--- config.mk ---
export PLATFORM = sky130hd
export DESIGN_NAME = ce_pulse_gen
export DESIGN_NICKNAME = d
export VERILOG_FILES = /design/src/rtl/ce_pulse_gen.sv
export SDC_FILE = /design/constraint.sdc
export NUM_CORES = 1
export LEC_CHECK = 0
export CORE_MARGIN = 2
export CORE_UTILIZATION = 50
export CTS_BUF_LIST = sky130_fd_sc_hd__clkbuf_4 sky130_fd_sc_hd__clkbuf_8
export CTS_CLUSTER_SIZE = 14
export DETAILED_ROUTE_END_ITERATION = 10
export GPL_ROUTABILITY_DRIVEN = 0
export PLACE_DENSITY = 0.79
export SYNTH_ARGS = -nofsm -noshare
export SYNTH_HDL_FRONTEND = slang
export SYNTH_SLANG_ARGS = --single-unit
--- constraint.sdc ---
create_clock -name clk -period 2.4 [get_ports clk]
set_input_delay 0.48 -clock clk [delete_from_list [all_inputs] [get_ports clk]]
set_output_delay 0.48 -clock clk [all_outputs]
set_load 0.005 [all_outputs]
--- src/rtl/ce_pulse_gen.sv ---
// ce_pulse_gen: programmable clock-enable strobe generator for the ff stage; burst mode built when CE_PULSE_GEN_BURST_EN is defined
module ce_pulse_gen #(
    parameter int DIV_W   = 8,
    parameter int BURST_W = 8
) (
    input  logic               clk,
    input  logic               rst_n,
    input  logic               start,
    input  logic               stop,
    input  logic [DIV_W-1:0]   period,
    input  logic [BURST_W-1:0] burst_len,
    output logic               clk_en,
    output logic               busy,
    output logic               done
);
    localparam logic [1:0] IDLE = 2'd0;
    localparam logic [1:0] RUN  = 2'd1;
    localparam logic [1:0] DONE = 2'd2;

    logic [1:0]       state_q, state_d;
    logic [DIV_W-1:0] period_q, period_d;
    logic [DIV_W-1:0] div_cnt_q, div_cnt_d;
    logic             clk_en_q, clk_en_d;
    logic             strobe;
    logic             last;

    assign strobe = div_cnt_q == period_q - DIV_W'(1);

`ifdef CE_PULSE_GEN_BURST_EN
    logic [BURST_W-1:0] burst_q, burst_d;
    logic [BURST_W-1:0] pulse_cnt_q, pulse_cnt_d;

    assign last = strobe && burst_q != '0 && pulse_cnt_q == burst_q - BURST_W'(1);

    // Latch the burst length at start and count issued strobes while running
    always_comb begin
        burst_d     = burst_q;
        pulse_cnt_d = pulse_cnt_q;
        if (state_q == IDLE) begin
            pulse_cnt_d = '0;
            if (start && !stop) burst_d = burst_len;
        end else if (state_q == RUN) begin
            pulse_cnt_d = stop ? '0 : strobe ? pulse_cnt_q + BURST_W'(1) : pulse_cnt_q;
        end
    end

    // Burst length and pulse counter registers
    always_ff @(posedge clk or negedge rst_n) begin
        if (!rst_n) begin
            burst_q     <= '0;
            pulse_cnt_q <= '0;
        end else begin
            burst_q     <= burst_d;
            pulse_cnt_q <= pulse_cnt_d;
        end
    end
`else
    logic unused_burst_len;

    assign unused_burst_len = ^burst_len;
    assign last             = 1'b0;
`endif

    // Sequencing: start latches the period, the divider issues a strobe every period_q cycles
    always_comb begin
        state_d   = state_q;
        period_d  = period_q;
        div_cnt_d = div_cnt_q;
        clk_en_d  = 1'b0;
        if (state_q == IDLE) begin
            div_cnt_d = '0;
            if (start && !stop) begin
                state_d  = RUN;
                period_d = (period == '0) ? DIV_W'(1) : period;
            end
        end else if (state_q == RUN) begin
            if (stop) begin
                state_d   = IDLE;
                div_cnt_d = '0;
            end else if (strobe) begin
                clk_en_d  = 1'b1;
                div_cnt_d = '0;
                state_d   = last ? DONE : RUN;
            end else begin
                div_cnt_d = div_cnt_q + DIV_W'(1);
            end
        end else begin
            state_d = IDLE;
        end
    end

    // State, period latch, divider and strobe registers
    always_ff @(posedge clk or negedge rst_n) begin
        if (!rst_n) begin
            state_q   <= IDLE;
            period_q  <= '0;
            div_cnt_q <= '0;
            clk_en_q  <= 1'b0;
        end else begin
            state_q   <= state_d;
            period_q  <= period_d;
            div_cnt_q <= div_cnt_d;
            clk_en_q  <= clk_en_d;
        end
    end

    assign clk_en = clk_en_q;
    assign busy   = state_q != IDLE;
    assign done   = state_q == DONE;
endmodule

== After elaboration in Yosys (flattened, before gate mapping) ==
Index checks and enable logic that the tools add are counted.

* Word-level logic and storage cells: 33
* Output and inout bits: 3
* Flip-flop bits (word level): 19
* Input port bits: 20

* Mux-type cells: 14
* Add/subtract/negate cells: 2
* Equal/unequal tests: 5
* Reductions and logical operators: 8

{| class="wikitable"
|+ Operators by type and width
! operator !! count
|-
| $mux 8 || 5
|-
| $mux 2 || 5
|-
| $add 8x1->8 const B || 1
|-
| $eq 8x8->1 || 1
|-
| $logic_not 8->1 || 1
|-
| $sub 8x1->8 const B || 1
|-
| $mux 1 || 4
|-
| $ne 4x4->1 const B || 1
|-
| $reduce_and 2->1 || 2
|-
| $reduce_bool 2->1 || 2
|-
| $eq 2x1->1 const B || 1
|-
| $eq 2x2->1 const B || 1
|-
| $logic_not 2->1 || 1
|-
| $ne 2x1->1 const B || 1
|-
| $logic_and 1x1->1 || 1
|-
| $logic_not 1->1 || 1
|}

== Depth between registers and ports, before layout ==
Gate-level depths: netlist of run 1.

* Depth after elaboration: 6
* Depth in mapped cells: 7

== Worst setup path before layout of run 1 ==
OpenSTA, ideal clock, no wires.

* Path kind: reg2reg
* Start point: register period_q[0]
* End point: register clk_en_q, in the netlist clk_en
* Library setup time: 67 ps
* Slack: 416 ps
* Stages on the path, launching flop included: 8
* Arrival: 1917 ps
* Clock period less this slack: 1984 ps
* Path buffers: 0
* Cells stage by stage: dfrtp_1 > inv_1 > ha_1 > or3b_1 > a211oi_1 > o211ai_1 > a211oi_4 > and2_1

* Word-level cells in the longest chain between the ends: 6

{| class="wikitable"
|+ Ends and longest elaborated chain
! item !! line !! source
|-
| start, declared || 21 || <nowiki>logic [DIV_W-1:0] period_q, period_d;</nowiki>
|-
| start signal, assigned || 101 || <nowiki>period_q <= period_d;</nowiki>
|-
| $sub 8x1->8 || 27 || <nowiki>assign strobe = div_cnt_q == period_q - DIV_W'(1);</nowiki>
|-
| $eq 8x8->1 || 27 ||
|-
| $mux 1 || 80 || <nowiki>end else if (strobe) begin</nowiki>
|-
| $mux 1 || 77 || <nowiki>if (stop) begin</nowiki>
|-
| $mux 1 || 76 || <nowiki>end else if (state_q == RUN) begin</nowiki>
|-
| $mux 1 || 70 || <nowiki>if (state_q == IDLE) begin</nowiki>
|-
| via clk_en_d || 23 || <nowiki>logic clk_en_q, clk_en_d;</nowiki>
|-
| end signal, assigned || 103 || <nowiki>clk_en_q <= clk_en_d;</nowiki>
|-
| end, declared || 23 ||
|}

The timed path passes the listed nets, and every way through them passes these cells.
A chain may end at the register's enable or synchronous reset.

== Worst setup path after layout of run 1 ==
Ends and elaborated chain as after synthesis.

==> impl_results.md, run 1 <==
- Die area: approximately 2500 um2
- Leakage: between 0.5 and 0.6 nW
- CTS Root Cell: clkbuf_4
- Most common cell after layout, fill and taps aside: dfrtp_1
- CP Class: register to register
- Routed Wire Length: 1988 um
- H-tree depth: 1
- Synth top area share: 0.4322
- Vias per cell: roughly 5.4
- YS warnings: 0
- Actual slew at the worst max-slew pin: approximately 0.55 ns
- Die width: between 40 and 50 um
- WL/cell: 13.43 um
- Top FF cell, synth: dfrtp_1
- Max-cap violation count: 0
- CTS clk-pin slew, worst paths: 0.10 ns
- Critical-path top delay cell: dfrtp_1
- Arr. time, crit path: 2.37 ns
- Initial Util: 0.5313
- Core area: 1962 um2
- Total GRT Usage: 0.1937
- Synth cell types: 37
- Skew final: between 0.0007 and 0.0008 ns
- Share of layout cells above drive strength 1: 0.1570
- Mapped cell area: 1042 um2
- Syn_nets: about 130
- Max Slew Vio Count: 0
- Routed vias: 803
- PwrDens: between 500 and 600 nW/um2
- Number of global-route vias before repair: 822
- CP endpoint kind: register
- Clk sink count: 18
- Delay-heaviest family, CP: compound AO/OA/AOI/OAI gates
- Crit path buffers/inverters: 1
- Register area: 450.4 um2
- #FFs+latches synth: 18
- First-pass iteration count of the detailed router: 4
- Fillers: 170
- Max incr delay on CP: roughly 0.46 ns
- Resized cells post-CTS: 0
- Dpl ws: 0.2707 ns
- CP cell instances: inv_1, ha_1, or3b_1, a211oi_1, o211ai_1, a211oi_4, and2_1
- Worst vdd ir: 0.0003493 V
- DRC Markers: 0
- IO buf count: 13
- Area growth syn-to-layout: 18.25%
- RSZ-0062 raised after global routing: false
- Sequential-to-total area share from yosys stat: 0.4322
- Initial antenna violation count: 0
- Min-Delay Path Class: input port to asynchronous set/reset pin
- Status: complete, no violations
- Dominant cell type by area after synthesis: dfrtp_1
- Row count: 16
- Worst-case clock buffer depth: 2
- Reg2reg path depth: 7
- GRT busiest layer: met2
- Max FO, Critical Path: 9
- FF-to-FF End: clk_en$_DFF_PN0_
- Post-CTS setup buffers: 0
- Syn Inst Count: 106
- CTS buffer count: 3
- Final setup violating endpoints: 0
- Setup slack after layout: 0.2594 ns
- Worst relative slew slack: 0.6347
- R2R Setup Slk: 0.26 ns
- M3 GR Usage: 0.04545
- Ant. Diodes: 0
- Critical path required time: 2.63 ns
- Async SR Flop Fraction: 1.000
- Launch point of the worst reg-to-reg path: period_q[0]$_DFFE_PN0P_
- Clock latency at the later pin of the worst-skew pair: 0.29 ns
- First-pass GRT wire length: ~3600 um
- Antenna-violating nets left: 0
- TNS Setup: 0 ns
- Hold Buf Count CTS: 0
- GR Layer Usage met1: 0.2368
- Chip height: 49.66 um
- Final worst-path cycle share: 0.8919
- Fmax achieved: 467.2 MHz
- Area of the multi-input gates: approximately 560 um2
- Final #Nets: 145
- GRT overflow: 0
- Startpoint type of the worst setup path: register
- CTS tree: yes
- Endpoints failing hold: 0
- Pin count of the biggest net entering global routing: 19
- 1st-iter DRT viols: 12
- Most frequent cells in the layout: 18 x dfrtp_1, 13 x clkdlybuf4s50_1, 11 x nand2_1, 11 x nor2_1, 7 x xnor2_1
- I/O Pins: 23
- Mean post-synth cell area: about 9.8 um2
- Detailed placement HPWL: approximately 1500 um
- Minimum clock period: 2.141 ns
- GR Util met2: 0.3289
- Post-synth EDFFs: 0
- Largest cells by area after synthesis: dfrtp_1 43%, xnor2_1 5.9%, mux2_2 5.4%, xor2_1 5.0%, nand2_1 4.0%
==> sequential cells by signal, indices dropped and copies added (netlist names) <==
signal / count
state_q: 1
div_cnt_q: 8
period_q: 8
clk_en: 1
==> metal layers <==
layer	vias up	wire length (um)
met5	-	0
met4	0	33
met3	5	71
met2	22	1017
met1	380	865
li1	396	-
==> cell families after synthesis <==
| kind of cell | share of synthesized area |
|---|---|
| and+or+nand+nor | 0.2521 |
| DFF | 0.4322 |
| xor gates and xnor gates | 0.1092 |
| AOI/OAI and AO/OA | 0.09604 |
| buffers and inverters | 0.02881 |
| muxes | 0.05402 |
| adders and majority gates | 0.02401 |
| other | 0.003598 |
==> cell usage after synthesis, types with 2 or more instances <==
cell type,instances
o311a_2,2
clkbuf_1,2
nor2b_1,2
mux2_2,5
nor2_1,11
nand2_1,11
xor2_1,6
ha_1,2
nor3b_1,3
nor3_1,2
inv_1,3
dfrtp_1,18
xnor2_1,7
and3_1,2
nand3_1,5
o21ai_0,4
==> metrics by stage <==
step,hold slack (ns),area (um2),cells,power [mW],util
floorplan,0.1844,1042,106,0.4907,-
global placement,0.5123,1210,145,0.5441,0.6167
detailed placement,0.5067,1210,145,0.5540,0.6167
CTS,0.5189,1232,148,0.6989,0.6282
global route,0.5300,1232,148,0.7442,0.6282
finish,0.5193,1232,148,0.6947,0.6282
==> how the worst max path moves through the flow <==
stage | cells after the start | startpoint | to | slack, ns
floorplan | 7 | period_q[0]$_DFFE_PN0P_ | clk_en$_DFF_PN0_ | 0.42
global placement | 7 | period_q[0]$_DFFE_PN0P_ | clk_en$_DFF_PN0_ | 0.31
detailed placement | 7 | period_q[0]$_DFFE_PN0P_ | clk_en$_DFF_PN0_ | 0.27
CTS | 7 | period_q[0]$_DFFE_PN0P_ | clk_en$_DFF_PN0_ | 0.24
global route | 7 | period_q[0]$_DFFE_PN0P_ | clk_en$_DFF_PN0_ | 0.11
finish | 7 | period_q[0]$_DFFE_PN0P_ | clk_en$_DFF_PN0_ | 0.26
==> where the power goes <==
part	internal [mW]	switching [mW]
Clock	0.0584	0.0886
Sequential	0.330	0.0413
Combinational	0.0937	0.0824
Total	0.482	0.212
==> layout make-up <==
| type | count | area share |
|---|---|---|
| sequential | 18 | 0.3655 |
| inverter | 3 | 0.009137 |
| multi-input combinational | 81 | 0.4558 |
| timing repair buffer | 16 | 0.1239 |
| tap | 27 | 0.02741 |
| clock buffer | 3 | 0.01827 |
(Power assumes the default switching activity.)
==> inputs of run 2 (changes only) <==
CORE_UTILIZATION = 51   (was 50)
PLACE_DENSITY = 0.81   (was 0.79)
==> run 2 against run 1 <==
Setup slack lost 0.069 ns. Via count grew 2.2%. Global-route usage fell by 0.38 points. Sequential share of layout area shrank 0.69 points. Die area shrank 1.8%. Design area is 1.9% higher. Register-to-register slack worse by 0.07 ns. Power rose by 5.1%. Non-clock buffer count rose by 1. Critical path type unchanged. Critical endpoint unchanged. Largest power group unchanged. Highest routed layer unchanged.
==> impl_results.md, run 2 (synthesized netlist as in run 1, its figures left out) <==
- Number of global-route vias before repair: 856 (was 822)
- Minimum clock period: 2.210 ns (was 2.141 ns)
- Chip height: 49.21 um (was 49.66 um)
- Vias per cell: 5.473 (was 5.426)
- Worst hold slack: 0.4891 ns (was 0.5193 ns)
- CP cell instances: inv_1, ha_2, or3b_1, a211oi_1, o211ai_1, a211oi_4, buf_4, and2_1 (was inv_1, ha_1, or3b_1, a211oi_1, o211ai_1, a211oi_4, and2_1)
- CTS tree: yes (unchanged)
- Dpl ws: 0.1574 ns (was 0.2707 ns)
- Final setup violating endpoints: 0 (unchanged)
- CTS Root Cell: clkbuf_4 (unchanged)
- Die area: 2421 um2 (was 2466 um2)
- Pwr Total: 0.7298 mW (was 0.6947 mW)
- Startpoint type of the worst setup path: register (unchanged)
- H-tree depth: 1 (unchanged)
- CTS buffer count: 3 (unchanged)
- Top flop regs: div_cnt_q: 8 flops, period_q: 8 flops (unchanged)
- Hold Buf Count CTS: 0 (unchanged)
- Most common cell after layout, fill and taps aside: dfrtp_1 (unchanged)
- PwrDens: 581.0 nW/um2 (was 563.7 nW/um2)
- Antenna-violating nets left: 0 (unchanged)
- Initial Util: 0.5367 (was 0.5313)
- Row count: 16 (unchanged)
- Leakage: 0.5499 nW (was 0.5381 nW)
- Fmax achieved: 452.6 MHz (was 467.2 MHz)
- Die width: 49.21 um (was 49.66 um)
- Area growth syn-to-layout: 20.53% (was 18.25%)
- Final #Nets: 146 (was 145)
- Pin count of the biggest net entering global routing: 19 (unchanged)
- TNS Setup: 0 ns (unchanged)
- Routed vias: 821 (was 803)
- Max-cap violation count: 0 (unchanged)
- Fin cells: 150 (was 148)
- Worst-case clock buffer depth: 2 (unchanged)
- Critical path required time: 2.64 ns (was 2.63 ns)
- Skew final: 0.003499 ns (was 0.0007798 ns)
- Worst relative slew slack: 0.6412 (was 0.6347)
- CP Class: register to register (unchanged)
- CTS clk-pin slew, worst paths: 0.10 ns (about the same)
- Clk sink count: 18 (unchanged)
- Min-Delay Path Class: input port to asynchronous set/reset pin (unchanged)
- Crit path buffers/inverters: 2 (was 1)
- Final worst-path cycle share: 0.9206 (was 0.8919)
- Max incr delay on CP: 0.47 ns (was 0.46 ns)
- Routed Wire Length: 1894 um (was 1988 um)
- I/O Pins: 23 (unchanged)
- Endpoints failing hold: 0 (unchanged)
- WL/cell: 12.63 um (was 13.43 um)
- Most frequent cells in the layout: 18 x dfrtp_1, 13 x clkdlybuf4s50_1, 11 x nand2_1, 11 x nor2_1, 7 x xnor2_1 (unchanged)
- First-pass GRT wire length: 3532 um (was 3594 um)
- 1st-iter DRT viols: 12 (unchanged)
- Critical-path top delay cell: dfrtp_1 (unchanged)
- Share of layout cells above drive strength 1: 0.1789 (was 0.1570)
- IO buf count: 13 (unchanged)
- Detailed placement HPWL: 1489 um (was 1527 um)
- Actual slew at the worst max-slew pin: 0.5372 ns (was 0.5468 ns)
- Setup slack after layout: 0.1905 ns (was 0.2594 ns)
- Initial antenna violation count: 0 (unchanged)
- Core area: 1942 um2 (was 1962 um2)
- Delay-heaviest family, CP: compound AO/OA/AOI/OAI gates (unchanged)
- Fillers: 177 (was 170)
- Clock latency at the later pin of the worst-skew pair: 0.30 ns (was 0.29 ns)
- Max Slew Vio Count: 0 (unchanged)
- Ant. Diodes: 0 (unchanged)
- RSZ-0062 raised after global routing: false (unchanged)
- Max FO, Critical Path: 6 (was 9)
- Worst vdd ir: 0.0003850 V (was 0.0003493 V)
- Total GRT Usage: 0.1899 (was 0.1937)
- First-pass iteration count of the detailed router: 4 (unchanged)
- Area of the multi-input gates: 564.3 um2 (was 561.8 um2)
- Status: complete, no violations (unchanged)
- Placed Cells: 144 (was 145)
- CP endpoint kind: register (unchanged)
- Register area: 450.4 um2 (unchanged)
- GRT overflow: 0 (unchanged)
- DRC Markers: 0 (unchanged)
- Arr. time, crit path: 2.45 ns (was 2.37 ns)
[run 2: cell type report]
| cell class | instances | share of cell area |
|---|---|---|
| Tap cell | 27 | 0.02689 |
| Timing Repair Buffer | 17 | 0.1275 |
| Clock buffer | 4 | 0.02888 |
| Multi-Input combinational cell | 81 | 0.4492 |
| Sequential cell | 18 | 0.3586 |
| Inverter | 3 | 0.008964 |
[run 2: stage by stage]
step | area, um2 | utilization
final | 1256 | 0.6469
after global routing | 1256 | 0.6469
after CTS | 1239 | 0.6379
after detailed placement | 1202 | 0.6192
after global placement | 1202 | 0.6192
after floorplan | 1042 | -
[run 2: path summary, 6_finish.rpt]
check,slack (ns),to,startpoint,cells past startpoint
worst min register to register,0.52,div_cnt_q[0]$_DFF_PN0_,div_cnt_q[0]$_DFF_PN0_,1
worst min-delay path,0.49,period_q[1]$_DFFE_PN0P_,rst_n,2
worst max-delay path,0.19,clk_en$_DFF_PN0_,period_q[0]$_DFFE_PN0P_,8
worst max register to register,0.19,clk_en$_DFF_PN0_,period_q[0]$_DFFE_PN0P_,8
max in group asynchronous,1.72,div_cnt_q[3]$_DFF_PN0_,rst_n,2
min in group clk,0.52,div_cnt_q[0]$_DFF_PN0_,div_cnt_q[0]$_DFF_PN0_,1
[run 2: worst reg2reg max path, stage by stage (launching register included)]
cell and delay [ns]:
dfrtp_1 0.47, inv_1 0.12, ha_2 0.23, or3b_1 0.38, a211oi_1 0.25, o211ai_1 0.17
a211oi_4 0.26, buf_4 0.17, and2_1 0.11
[run 2: metal layers]
| metal | global-route usage | vias up | part of all wire |
|---|---|---|---|
| met5 | 0 | - | 0 |
| met4 | 0.1095 | 0 | 0.029 |
| met3 | 0.03067 | 6 | 0.025 |
| met2 | 0.3266 | 17 | 0.51 |
| met1 | 0.2218 | 400 | 0.44 |
| li1 | - | 398 | - |
[run 2: report_power, final]
part	internal [mW]	switching, mW	total, mW
clock network	0.0927	0.0946	0.187
logic	0.0928	0.0785	0.171
registers	0.330	0.0410	0.371
[run 2: repair_timing]
action	CTS	global route
setup buffers	0	2
hold endpoints to repair	0	0
gates resized for setup	0	1
setup endpoints to repair	0	9
